==> config.mk <==
export PLATFORM = sky130hd
export DESIGN_NAME = shared_ram_arbiter_flat
export DESIGN_NICKNAME = d
export VERILOG_FILES = /design/src/rtl/shared_ram_pkg.sv /design/src/rtl/shared_ram_arbiter_if.sv /design/src/rtl/shared_ram_arbiter_rr_arbiter.sv /design/src/rtl/shared_ram_arbiter.sv /design/src/flat_wrapper.sv
export SDC_FILE = /design/constraint.sdc
export NUM_CORES = 2
export LEC_CHECK = 0
export BUFFER_PORTS_ARGS = -buffer_cell sky130_fd_sc_hd__buf_4
export CAP_MARGIN = 10
export CORE_ASPECT_RATIO = 0.75
export CORE_UTILIZATION = 55
export DETAILED_ROUTE_END_ITERATION = 12
export HOLD_SLACK_MARGIN = 0.02
export PLACE_DENSITY = 0.74
export RECOVER_POWER = 25
export SLEW_MARGIN = 10
export SYNTH_ARGS = -nofsm -noshare
export SYNTH_HDL_FRONTEND = slang
export SYNTH_SLANG_ARGS = --single-unit
export TNS_END_PERCENT = 100
==> constraint.sdc <==
create_clock -name clk -period 16.3 [get_ports clk]
set_input_delay 0.815 -clock clk [delete_from_list [all_inputs] [get_ports clk]]
set_output_delay 0.815 -clock clk [all_outputs]
set_load 0.01 [all_outputs]
==> src/rtl/shared_ram_pkg.sv <==
// Shared definitions for the shared scratch RAM: default widths, pointer
// width helper and flattened-bus slice helper.
package shared_ram_pkg;

    localparam int DEF_NUM_PORTS = 4;
    localparam int DEF_ADDR_W    = 8;
    localparam int DEF_DATA_W    = 8;
    localparam int DEF_DEPTH     = 256;

    // Bits needed to index n items, never less than one bit.
    function automatic int clog2_min1(input int n);
        int w;
        w = 1;
        while ((1 << w) < n) begin
            w++;
        end
        return w;
    endfunction

    // Low bit of lane idx inside a flattened bus of width-bit lanes.
    function automatic int slice_lo(input int idx, input int width);
        return idx * width;
    endfunction

endpackage

==> src/rtl/shared_ram_arbiter_if.sv <==
// Bus between the peripheral masters and the shared RAM arbiter.
interface shared_ram_arbiter_if
    import shared_ram_pkg::*;
#(
    parameter int NUM_PORTS = DEF_NUM_PORTS,
    parameter int ADDR_W    = DEF_ADDR_W,
    parameter int DATA_W    = DEF_DATA_W
);
    // Handshake: master i raises req[i] with we/addr/wdata and holds them
    // stable until gnt[i]; the access happens on the rising edge where
    // req[i] & gnt[i]. Dropping req before gnt withdraws the request.
    // A read answers one cycle later with rvalid[i] and rdata; an
    // out-of-range access (read or write) answers with err[i] in that cycle.
    logic [NUM_PORTS-1:0]        req;
    logic [NUM_PORTS-1:0]        we;
    logic [NUM_PORTS*ADDR_W-1:0] addr;
    logic [NUM_PORTS*DATA_W-1:0] wdata;
    logic [NUM_PORTS-1:0]        gnt;
    logic [NUM_PORTS-1:0]        rvalid;
    logic [DATA_W-1:0]           rdata;
    logic [NUM_PORTS-1:0]        err;

    modport master (
        output req, we, addr, wdata,
        input  gnt, rvalid, rdata, err
    );

    modport slave (
        input  req, we, addr, wdata,
        output gnt, rvalid, rdata, err
    );

endinterface

==> src/rtl/shared_ram_arbiter_rr_arbiter.sv <==
// Round-robin arbiter: one-hot grant starting the search at the pointer,
// pointer moves past the winner whenever a grant is taken.
module rr_arbiter
    import shared_ram_pkg::*;
#(
    parameter int NUM_PORTS = DEF_NUM_PORTS,
    parameter int PTR_W     = clog2_min1(NUM_PORTS)
) (
    input  logic                 clk,
    input  logic                 rst_n,
    input  logic [NUM_PORTS-1:0] i_req,
    input  logic                 i_advance,
    output logic [NUM_PORTS-1:0] o_gnt,
    output logic [PTR_W-1:0]     o_ptr
);

    logic [PTR_W-1:0]     r_ptr;
    logic [PTR_W-1:0]     w_next_ptr;
    logic [PTR_W-1:0]     w_idx;
    logic [NUM_PORTS-1:0] w_gnt;
    logic                 w_found;

    // Search ptr, ptr+1, ... mod NUM_PORTS; first requester wins.
    always_comb begin
        w_gnt      = '0;
        w_next_ptr = r_ptr;
        w_idx      = '0;
        w_found    = 1'b0;
        for (int j = 0; j < NUM_PORTS; j++) begin
            w_idx = PTR_W'((int'(r_ptr) + j) % NUM_PORTS);
            if (!w_found && i_req[w_idx]) begin
                w_found      = 1'b1;
                w_gnt[w_idx] = 1'b1;
                w_next_ptr   = PTR_W'((int'(r_ptr) + j + 1) % NUM_PORTS);
            end
        end
        if (!rst_n) begin
            w_gnt = '0;
        end
    end

    // Pointer register: moves past the winner, holds when idle.
    always_ff @(posedge clk or negedge rst_n) begin
        if (!rst_n) begin
            r_ptr <= '0;
        end else if (i_advance) begin
            r_ptr <= w_next_ptr;
        end
    end

    assign o_gnt = w_gnt;
    assign o_ptr = r_ptr;

endmodule

==> src/rtl/shared_ram_arbiter.sv <==
// Single-port scratch RAM shared by NUM_PORTS masters through a round-robin
// arbiter. One access per cycle, read data one cycle after the grant,
// out-of-range accesses flagged on err.
module shared_ram_arbiter
    import shared_ram_pkg::*;
#(
    parameter int NUM_PORTS = DEF_NUM_PORTS,
    parameter int ADDR_W    = DEF_ADDR_W,
    parameter int DATA_W    = DEF_DATA_W,
    parameter int DEPTH     = DEF_DEPTH
) (
    input  logic                                clk,
    input  logic                                rst_n,
    shared_ram_arbiter_if.slave                 bus,
    output logic [clog2_min1(NUM_PORTS)-1:0]    o_dbg_ptr
);

    localparam int              IDX_W     = clog2_min1(DEPTH);
    localparam logic [ADDR_W:0] DEPTH_EXT = (ADDR_W + 1)'(DEPTH);

    logic [NUM_PORTS-1:0] w_gnt;
    logic                 w_any;
    logic                 w_sel_we;
    logic [ADDR_W-1:0]    w_sel_addr;
    logic [DATA_W-1:0]    w_sel_wdata;
    logic                 w_in_range;
    logic [IDX_W-1:0]     w_idx;

    logic [DATA_W-1:0]    r_mem [DEPTH];
    logic [DATA_W-1:0]    r_rdata;
    logic [NUM_PORTS-1:0] r_rvalid;
    logic [NUM_PORTS-1:0] r_err;

    rr_arbiter #(
        .NUM_PORTS (NUM_PORTS)
    ) u_arb (
        .clk       (clk),
        .rst_n     (rst_n),
        .i_req     (bus.req),
        .i_advance (w_any),
        .o_gnt     (w_gnt),
        .o_ptr     (o_dbg_ptr)
    );

    assign w_any = |w_gnt;

    // Route the granted port's command onto the single RAM port.
    always_comb begin
        w_sel_we    = 1'b0;
        w_sel_addr  = '0;
        w_sel_wdata = '0;
        for (int i = 0; i < NUM_PORTS; i++) begin
            if (w_gnt[i]) begin
                w_sel_we    = bus.we[i];
                w_sel_addr  = bus.addr[slice_lo(i, ADDR_W) +: ADDR_W];
                w_sel_wdata = bus.wdata[slice_lo(i, DATA_W) +: DATA_W];
            end
        end
    end

    // Compare one bit wider so DEPTH == 2**ADDR_W never wraps to zero.
    assign w_in_range = {1'b0, w_sel_addr} < DEPTH_EXT;
    assign w_idx      = w_sel_addr[IDX_W-1:0];

    // RAM array: not reset, writes to out-of-range addresses are dropped.
    always_ff @(posedge clk) begin
        if (w_any && w_sel_we && w_in_range) begin
            r_mem[w_idx] <= w_sel_wdata;
        end
    end

    // Response stage: one-cycle rvalid/err pulses, rdata holds between reads.
    always_ff @(posedge clk or negedge rst_n) begin
        if (!rst_n) begin
            r_rvalid <= '0;
            r_err    <= '0;
            r_rdata  <= '0;
        end else begin
            r_rvalid <= (w_any && !w_sel_we) ? w_gnt : '0;
            r_err    <= (w_any && !w_in_range) ? w_gnt : '0;
            if (w_any && !w_sel_we) begin
                r_rdata <= w_in_range ? r_mem[w_idx] : '0;
            end
        end
    end

    assign bus.gnt    = w_gnt;
    assign bus.rvalid = r_rvalid;
    assign bus.rdata  = r_rdata;
    assign bus.err    = r_err;

endmodule

==> src/flat_wrapper.sv <==
// flat-port wrapper written by rule: the top's interface ports become plain ports
module shared_ram_arbiter_flat import shared_ram_pkg::*;
#(
    parameter int NUM_PORTS = DEF_NUM_PORTS,
    parameter int ADDR_W    = DEF_ADDR_W,
    parameter int DATA_W    = DEF_DATA_W,
    parameter int DEPTH     = DEF_DEPTH
)
  (clk, rst_n, o_dbg_ptr, bus_req, bus_we, bus_addr, bus_wdata, bus_gnt, bus_rvalid, bus_rdata, bus_err);
  shared_ram_arbiter_if #(.NUM_PORTS(NUM_PORTS), .ADDR_W(ADDR_W), .DATA_W(DATA_W)) bus_i ();
  input  logic clk;
  input  logic rst_n;
  output logic [clog2_min1(NUM_PORTS)-1:0] o_dbg_ptr;
  input wire logic [$bits(bus_i.req)-1:0] bus_req;
  input wire logic [$bits(bus_i.we)-1:0] bus_we;
  input wire logic [$bits(bus_i.addr)-1:0] bus_addr;
  input wire logic [$bits(bus_i.wdata)-1:0] bus_wdata;
  output wire logic [$bits(bus_i.gnt)-1:0] bus_gnt;
  output wire logic [$bits(bus_i.rvalid)-1:0] bus_rvalid;
  output wire logic [$bits(bus_i.rdata)-1:0] bus_rdata;
  output wire logic [$bits(bus_i.err)-1:0] bus_err;
  assign bus_i.req = bus_req;
  assign bus_i.we = bus_we;
  assign bus_i.addr = bus_addr;
  assign bus_i.wdata = bus_wdata;
  assign bus_gnt = bus_i.gnt;
  assign bus_rvalid = bus_i.rvalid;
  assign bus_rdata = bus_i.rdata;
  assign bus_err = bus_i.err;
  shared_ram_arbiter #(.NUM_PORTS(NUM_PORTS), .ADDR_W(ADDR_W), .DATA_W(DATA_W), .DEPTH(DEPTH)) u_core (.clk(clk), .rst_n(rst_n), .bus(bus_i), .o_dbg_ptr(o_dbg_ptr));
endmodule
## After elaboration in Yosys (flattened, before gate mapping)

Memory sizes are Yosys's and may differ from the RTL's. A register that Yosys moved wholly into a read port is not among the register bits.
Cells that the tools add are included.

- Register bits after elaboration: 6
- Memory bits (writable): 2,048
- Output and inout port bits: 22
- Memories: 1

Memory list:

| memory | words | bits a word | rd ports | clocked after memory_dff | wr ports | line | source |
|---|---|---|---|---|---|---|---|
| u_core.r_mem | 256 | 8 | 1 | 1 | 1 | shared_ram_arbiter.sv:29 | `logic [DATA_W-1:0] r_mem [DEPTH];` |

- $add $sub $neg: 6
- Magnitude comparators: 8
- Mux-type cells: 43
- Bitwise gates (word level): 3
- Reductions and logical operators: 17

Operator list:

| kind | count |
|---|---|
| 2-to-1 mux 8 bit | 8 |
| 2-to-1 mux 4 bit | 6 |
| 2-to-1 mux 1 bit | 17 |
| less-than comparator 2 x 3 -> 1 bit, second input constant | 4 |
| bitwise OR 4 bit | 3 |
| logical AND 1 bit | 9 |
| adder 2 x 1 -> 2 bit, second input constant | 4 |
| binary-select mux 1 bit (select 2 bit) | 4 |
| demux 1 bit (select 2 bit) | 4 |
| greater-or-equal comparator 2 x 1 -> 1 bit, second input constant | 4 |
| 2-to-1 mux 2 bit | 4 |
| logical NOT 1 bit | 5 |
| adder 2 bit, second input constant | 2 |
| nonzero test 4 bit | 1 |
| OR reduction 4 bit | 1 |
| AND reduction 2 bit | 1 |

## Depth between registers and ports, before layout

- Depth after elaboration: 20
- Mapped depth: 24
- Mapped depth without buffers: 17

## Modules after synthesis

Synthesis repeated with hierarchy kept, for this count alone.

- Cell total of the unflattened synthesis: 5,273
- Area, all modules: 81,599.5 sq um

Modules (own cells, without submodules):

| module | instances | cells an instance | area an instance (sq um) |
|---|---|---|---|
| shared_ram_arbiter | 1 | 5,228 | 81,117.8 |
| rr_arbiter | 1 | 45 | 481.7 |

## Least setup slack after synthesis

Ideal clock, no wire load.

- Kind: register to register
- Start point: reg u_core.u_arb.r_ptr[0] (netlist: u_core.u_arb.o_ptr[0])
- End point: mem u_core.r_mem[0][6] (netlist name), data pin
- Setup time: 2.187 ns
- Data arrival time: 13.075 ns
- Slack: 1.038 ns
- Stages on the path, launching flop included: 15
- Buffers on the path: 4
- Clock period less this slack: 15.262 ns
- Path through: dfrtp_1 buf_6 buf_2 inv_1 ha_1 clkbuf_1 nor3_1 nor4bb_1 o31ai_1 o22ai_2 clkbuf_1 a22oi_1 nor2_1 a21oi_1 o21ai_0

- Elaborated cells on any way between the ends: 52
- Classes of those cells: add/sub: 3; order compare: 8; mux: 28; bitwise: 3; reduce/logical: 10

RTL lines:

| item | line | source |
|---|---|---|
| start, declared | shared_ram_arbiter_rr_arbiter.sv:17 | `logic [PTR_W-1:0] r_ptr;` |
| start signal, assigned | shared_ram_arbiter_rr_arbiter.sv:47 | `r_ptr <= w_next_ptr;` |
| branches (longest 11 deep; another with less-than comparator 2 x 3 -> 1 bit) | -- |  |
| 2-to-1 mux 4 bit (*) | shared_ram_arbiter_rr_arbiter.sv:31 | `if (!w_found && i_req[w_idx]) begin` |
| 2-to-1 mux 4 bit (*) | shared_ram_arbiter_rr_arbiter.sv:37 | `if (!rst_n) begin` |
| net bus_gnt[1] | flat_wrapper.sv:18 | `output wire logic [$bits(bus_i.gnt)-1:0] bus_gnt;` |
| 2-to-1 mux 8 bit (*) (3 in series) | shared_ram_arbiter.sv:53 | `if (w_gnt[i]) begin` |
| net u_core.w_sel_wdata[6] | shared_ram_arbiter.sv:25 | `logic [DATA_W-1:0] w_sel_wdata;` |
| end, declared | shared_ram_arbiter.sv:29 |  |

Mark *: on every way through the listed nets, which the timed path passes. The select of a mux whose other input is x is not followed.

## Worst setup path after layout

- Start point: reg u_core.u_arb.r_ptr[0] (netlist: u_core.u_arb.o_ptr[0])
- End point: mem u_core.r_mem[10][3] (netlist name), data pin

- Word-level cells in the longest chain between the ends: 17
- Elaborated cells on any way between the ends: 52
- Classes of those cells: add/sub: 3; order compare: 8; mux: 28; bitwise: 3; reduce/logical: 10

Ends and longest elaborated chain:

| item | line |
|---|---|
| branches (longest 11 deep; another with less-than comparator 2 x 3 -> 1 bit) | -- |
| 2-to-1 mux 4 bit (*) | shared_ram_arbiter_rr_arbiter.sv:31 |
| 2-to-1 mux 4 bit (*) | shared_ram_arbiter_rr_arbiter.sv:37 |
| 2-to-1 mux 8 bit (3 in series) | shared_ram_arbiter.sv:53 |
| 2-to-1 mux 8 bit (*) | shared_ram_arbiter.sv:53 |
| net u_core.w_sel_wdata[3] | shared_ram_arbiter.sv:25 |

Marks and branches as above.

==> results.json <==
{
  "fin_crit_sh_pct": 72.2,
  "drive_gt1_share_pct": 9.29,
  "grt_max_degree": 230,
  "drv_slew": 1020,
  "drtIter0Drc": 8501,
  "drt-pass1-iter-count": 9,
  "netlist.area_leader.share_pct": 74.4,
  "ys_types": 77,
  "r2r_slack_ns": 4.54,
  "clk_latency_ns": 0.84,
  "avgSynthCellArea_um2": 14.5,
  "wl_per_cell_um": 28.8,
  "r2r_end": "u_core.r_mem[10][3]",
  "die_w_um": 450,
  "grt_usage_pct": 29.4,
  "antenna_found_initial": 8,
  "grt_pass1_vias": 48800,
  "cpMaxStageDelayCell": "clkbuf_2",
  "critPathMaxFanout": 229,
  "die_y_um": 338,
  "layout_common_cells": "2048 x edfxtp_1, 1177 x nand2_1, 449 x a21oi_1",
  "ys.flop_type": "edfxtp_1",
  "violations": "max-capacitance violations, max-slew violations",
  "htree_levels": 4,
  "fill_cells": 10700,
  "netlist_top_cells_area": "edfxtp_1 74%, nand2_1 5.4%, a21oi_1 2.7%",
  "final_common_cell": "edfxtp_1",
  "setup_viol": 0,
  "io-pin-count": 96,
  "vias": 51600,
  "gp_congestion": 0.920,
  "synth_edf_count": 2048,
  "avgViaCountPerCell": 6.60,
  "grt_pass1_wl_mm": 328,
  "clock-sinks": 2062,
  "root_buffer": "clkbuf_16",
  "worst_pin_slew_ns": 5.14,
  "critPathArrivalTime_ns": 11.63,
  "cts_tree": "built",
  "max-cap-violations": 12,
  "ys_ff_latch": 2062,
  "cts.path.max_buffers": 3,
  "ys_async_sr_fraction_pct": 0.679,
  "wl_mm": 225,
  "fmax_ghz": 0.0850,
  "numPortBuffers": 91,
  "syn_to_final_growth_pct": 9.29,
  "required_ns": 16.16,
  "grt_setup_unrepaired": "false",
  "overflow": 0,
  "row_count": 122,
  "drc": 0,
  "path_cells": "inv_1, ha_1, mux4_2, a21oi_1, o31ai_1, a32oi_1, inv_1, nor2_1, a21oi_1, o21ai_0, clkbuf_2",
  "status": "finished, violations left",
  "dpl.hpwl_mm": 128,
  "netlist_area_um2": 82700,
  "hold_path_depth": 2,
  "route.antenna.remaining_nets": 0,
  "r2r_cells": 11,
  "fp.dieArea_um2": 152000,
  "relSlewSlack_pct": -243,
  "tns_ns": 0,
  "numCtsBuffers": 180,
  "finClkSkew_ns": 0.0238,
  "max_stage_delay_ns": 3.67,
  "whs_ns": 0.152,
  "holdPathEnd": "u_core.bus.rvalid[3]",
  "fin_nets": 5773,
  "clkSlewWorstSetupHoldPaths_ns": 0.06,
  "start_util_pct": 55.7,
  "syn_inst": 5712,
  "synth_warnings": 0,
  "cp-start-kind": "flop",
  "hold_path_class": "in -> reg",
  "rr_startpoint": "u_core.u_arb.o_ptr[0]",
  "path_class": "reg -> reg",
  "period_needed_ns": 11.76,
  "finalHoldViolations": 0,
  "hold_start": "bus_we[3]",
  "core-area_um2": 148000,
  "ys_seq_area_share_pct": 74.8,
  "netlist.top_cell.by_area": "edfxtp_1",
  "worstSetupEndpointType": "flop"
}
[stage by stage]
stage | cells | setup slack, ns | cell area [um^2] | util (%)
floorplan | 5715 | 1.04 | 82700 | -
global placement | 7491 | 7.49 | 84700 | 57.1
detailed placement | 7491 | 7.38 | 84700 | 57.1
CTS | 7815 | 7.38 | 90400 | 61.0
global route | 7816 | 3.60 | 90300 | 60.9
finish | 7820 | 4.54 | 90300 | 60.9
[registers in the layout, indices dropped and copies added, names as in the netlist]
| signal | count |
|---|---|
| u_core.bus.rdata | 8 |
| u_core.bus.rvalid | 4 |
| u_core.r_mem | 2048 |
| u_core.u_arb.o_ptr | 2 |
[critical path, delay by kind of cell, from the launching register on]
| family | cells | cell delay (ns) |
|---|---|---|
| fa+ha+maj | 1 | 0.60 |
| flops | 1 | 0.85 |
| buf+inv | 3 | 4.59 |
| compound gates | 5 | 3.47 |
| mux | 1 | 0.67 |
| simple gates | 1 | 0.23 |
[layer usage]
metal	wire (um)	vias up	GRT usage (%)	part of all wire, %
li1	-	21700	-	-
met1	85500	25800	41.8	38
met2	100000	3652	43.3	45
met3	29900	519	7.90	13
met4	9150	8	12.0	4.1
met5	55	-	0	0.024
[worst max-delay path by stage]
stage,to,startpoint,depth (start not counted)
floorplan,u_core.r_mem[0][6],u_core.u_arb.o_ptr[0],14
global placement,u_core.bus.rdata[1],u_core.u_arb.o_ptr[0],17
detailed placement,u_core.bus.rdata[1],u_core.u_arb.o_ptr[0],17
CTS,u_core.bus.rdata[1],u_core.u_arb.o_ptr[0],17
global route,u_core.r_mem[10][3],u_core.u_arb.o_ptr[0],11
finish,u_core.r_mem[10][3],u_core.u_arb.o_ptr[0],11
[cells in the mapped netlist, drive strengths merged, types with 8 or more instances]
| cell type | number |
|---|---|
| a211oi | 21 |
| buf | 317 |
| nand3 | 254 |
| nor4 | 21 |
| mux2i | 184 |
| dfrtp | 14 |
| a22o | 21 |
| a311oi | 38 |
| mux4 | 76 |
| o21ai | 45 |
| edfxtp | 2048 |
| ha | 8 |
| a31oi | 77 |
| o22ai | 103 |
| a221oi | 65 |
| a22oi | 122 |
| and3 | 73 |
| nor3 | 43 |
| inv | 10 |
| a211o | 20 |
| clkbuf | 97 |
| nand2 | 1181 |
| a21oi | 450 |
| a32oi | 65 |
| nor2 | 277 |
| o31ai | 9 |
[layout make-up]
type	instances	area (um^2)	share of cell area (%)
Antenna cell	4	10.0	0.0111
Clock buffer	239	4860	5.38
Clock inverter	84	832	0.921
Inverter	10	37.5	0.0416
Multi-Input combinational cell	3229	18700	20.7
Sequential cell	2062	61800	68.5
Tap cell	1984	2480	2.75
Timing Repair Buffer	208	1540	1.71
[logic make-up (layout without fill, tap and decap cells)]
family	count (synthesis)	in the layout	share of synthesized area, %
AO/OA/AOI/OAI	1068	1068	8.44
XOR/XNOR	1	1	0.0106
adder cells (fa/ha/maj)	8	8	0.121
buffers and inverters	424	541	2.78
flip-flops	2062	2062	74.8
multiplexers	264	264	4.36
other	1	8	0.00454
AND/OR/NAND/NOR	1884	1884	9.45
[repair_timing]
action	CTS	global route
hold buffers	1	0
resized for setup	0	0
hold endpoints to repair	14	0
setup buffers	0	0
Power is left out: the tool's default activity adds up to more than one toggle a clock period on the data nets, which glitch-free logic cannot reach.
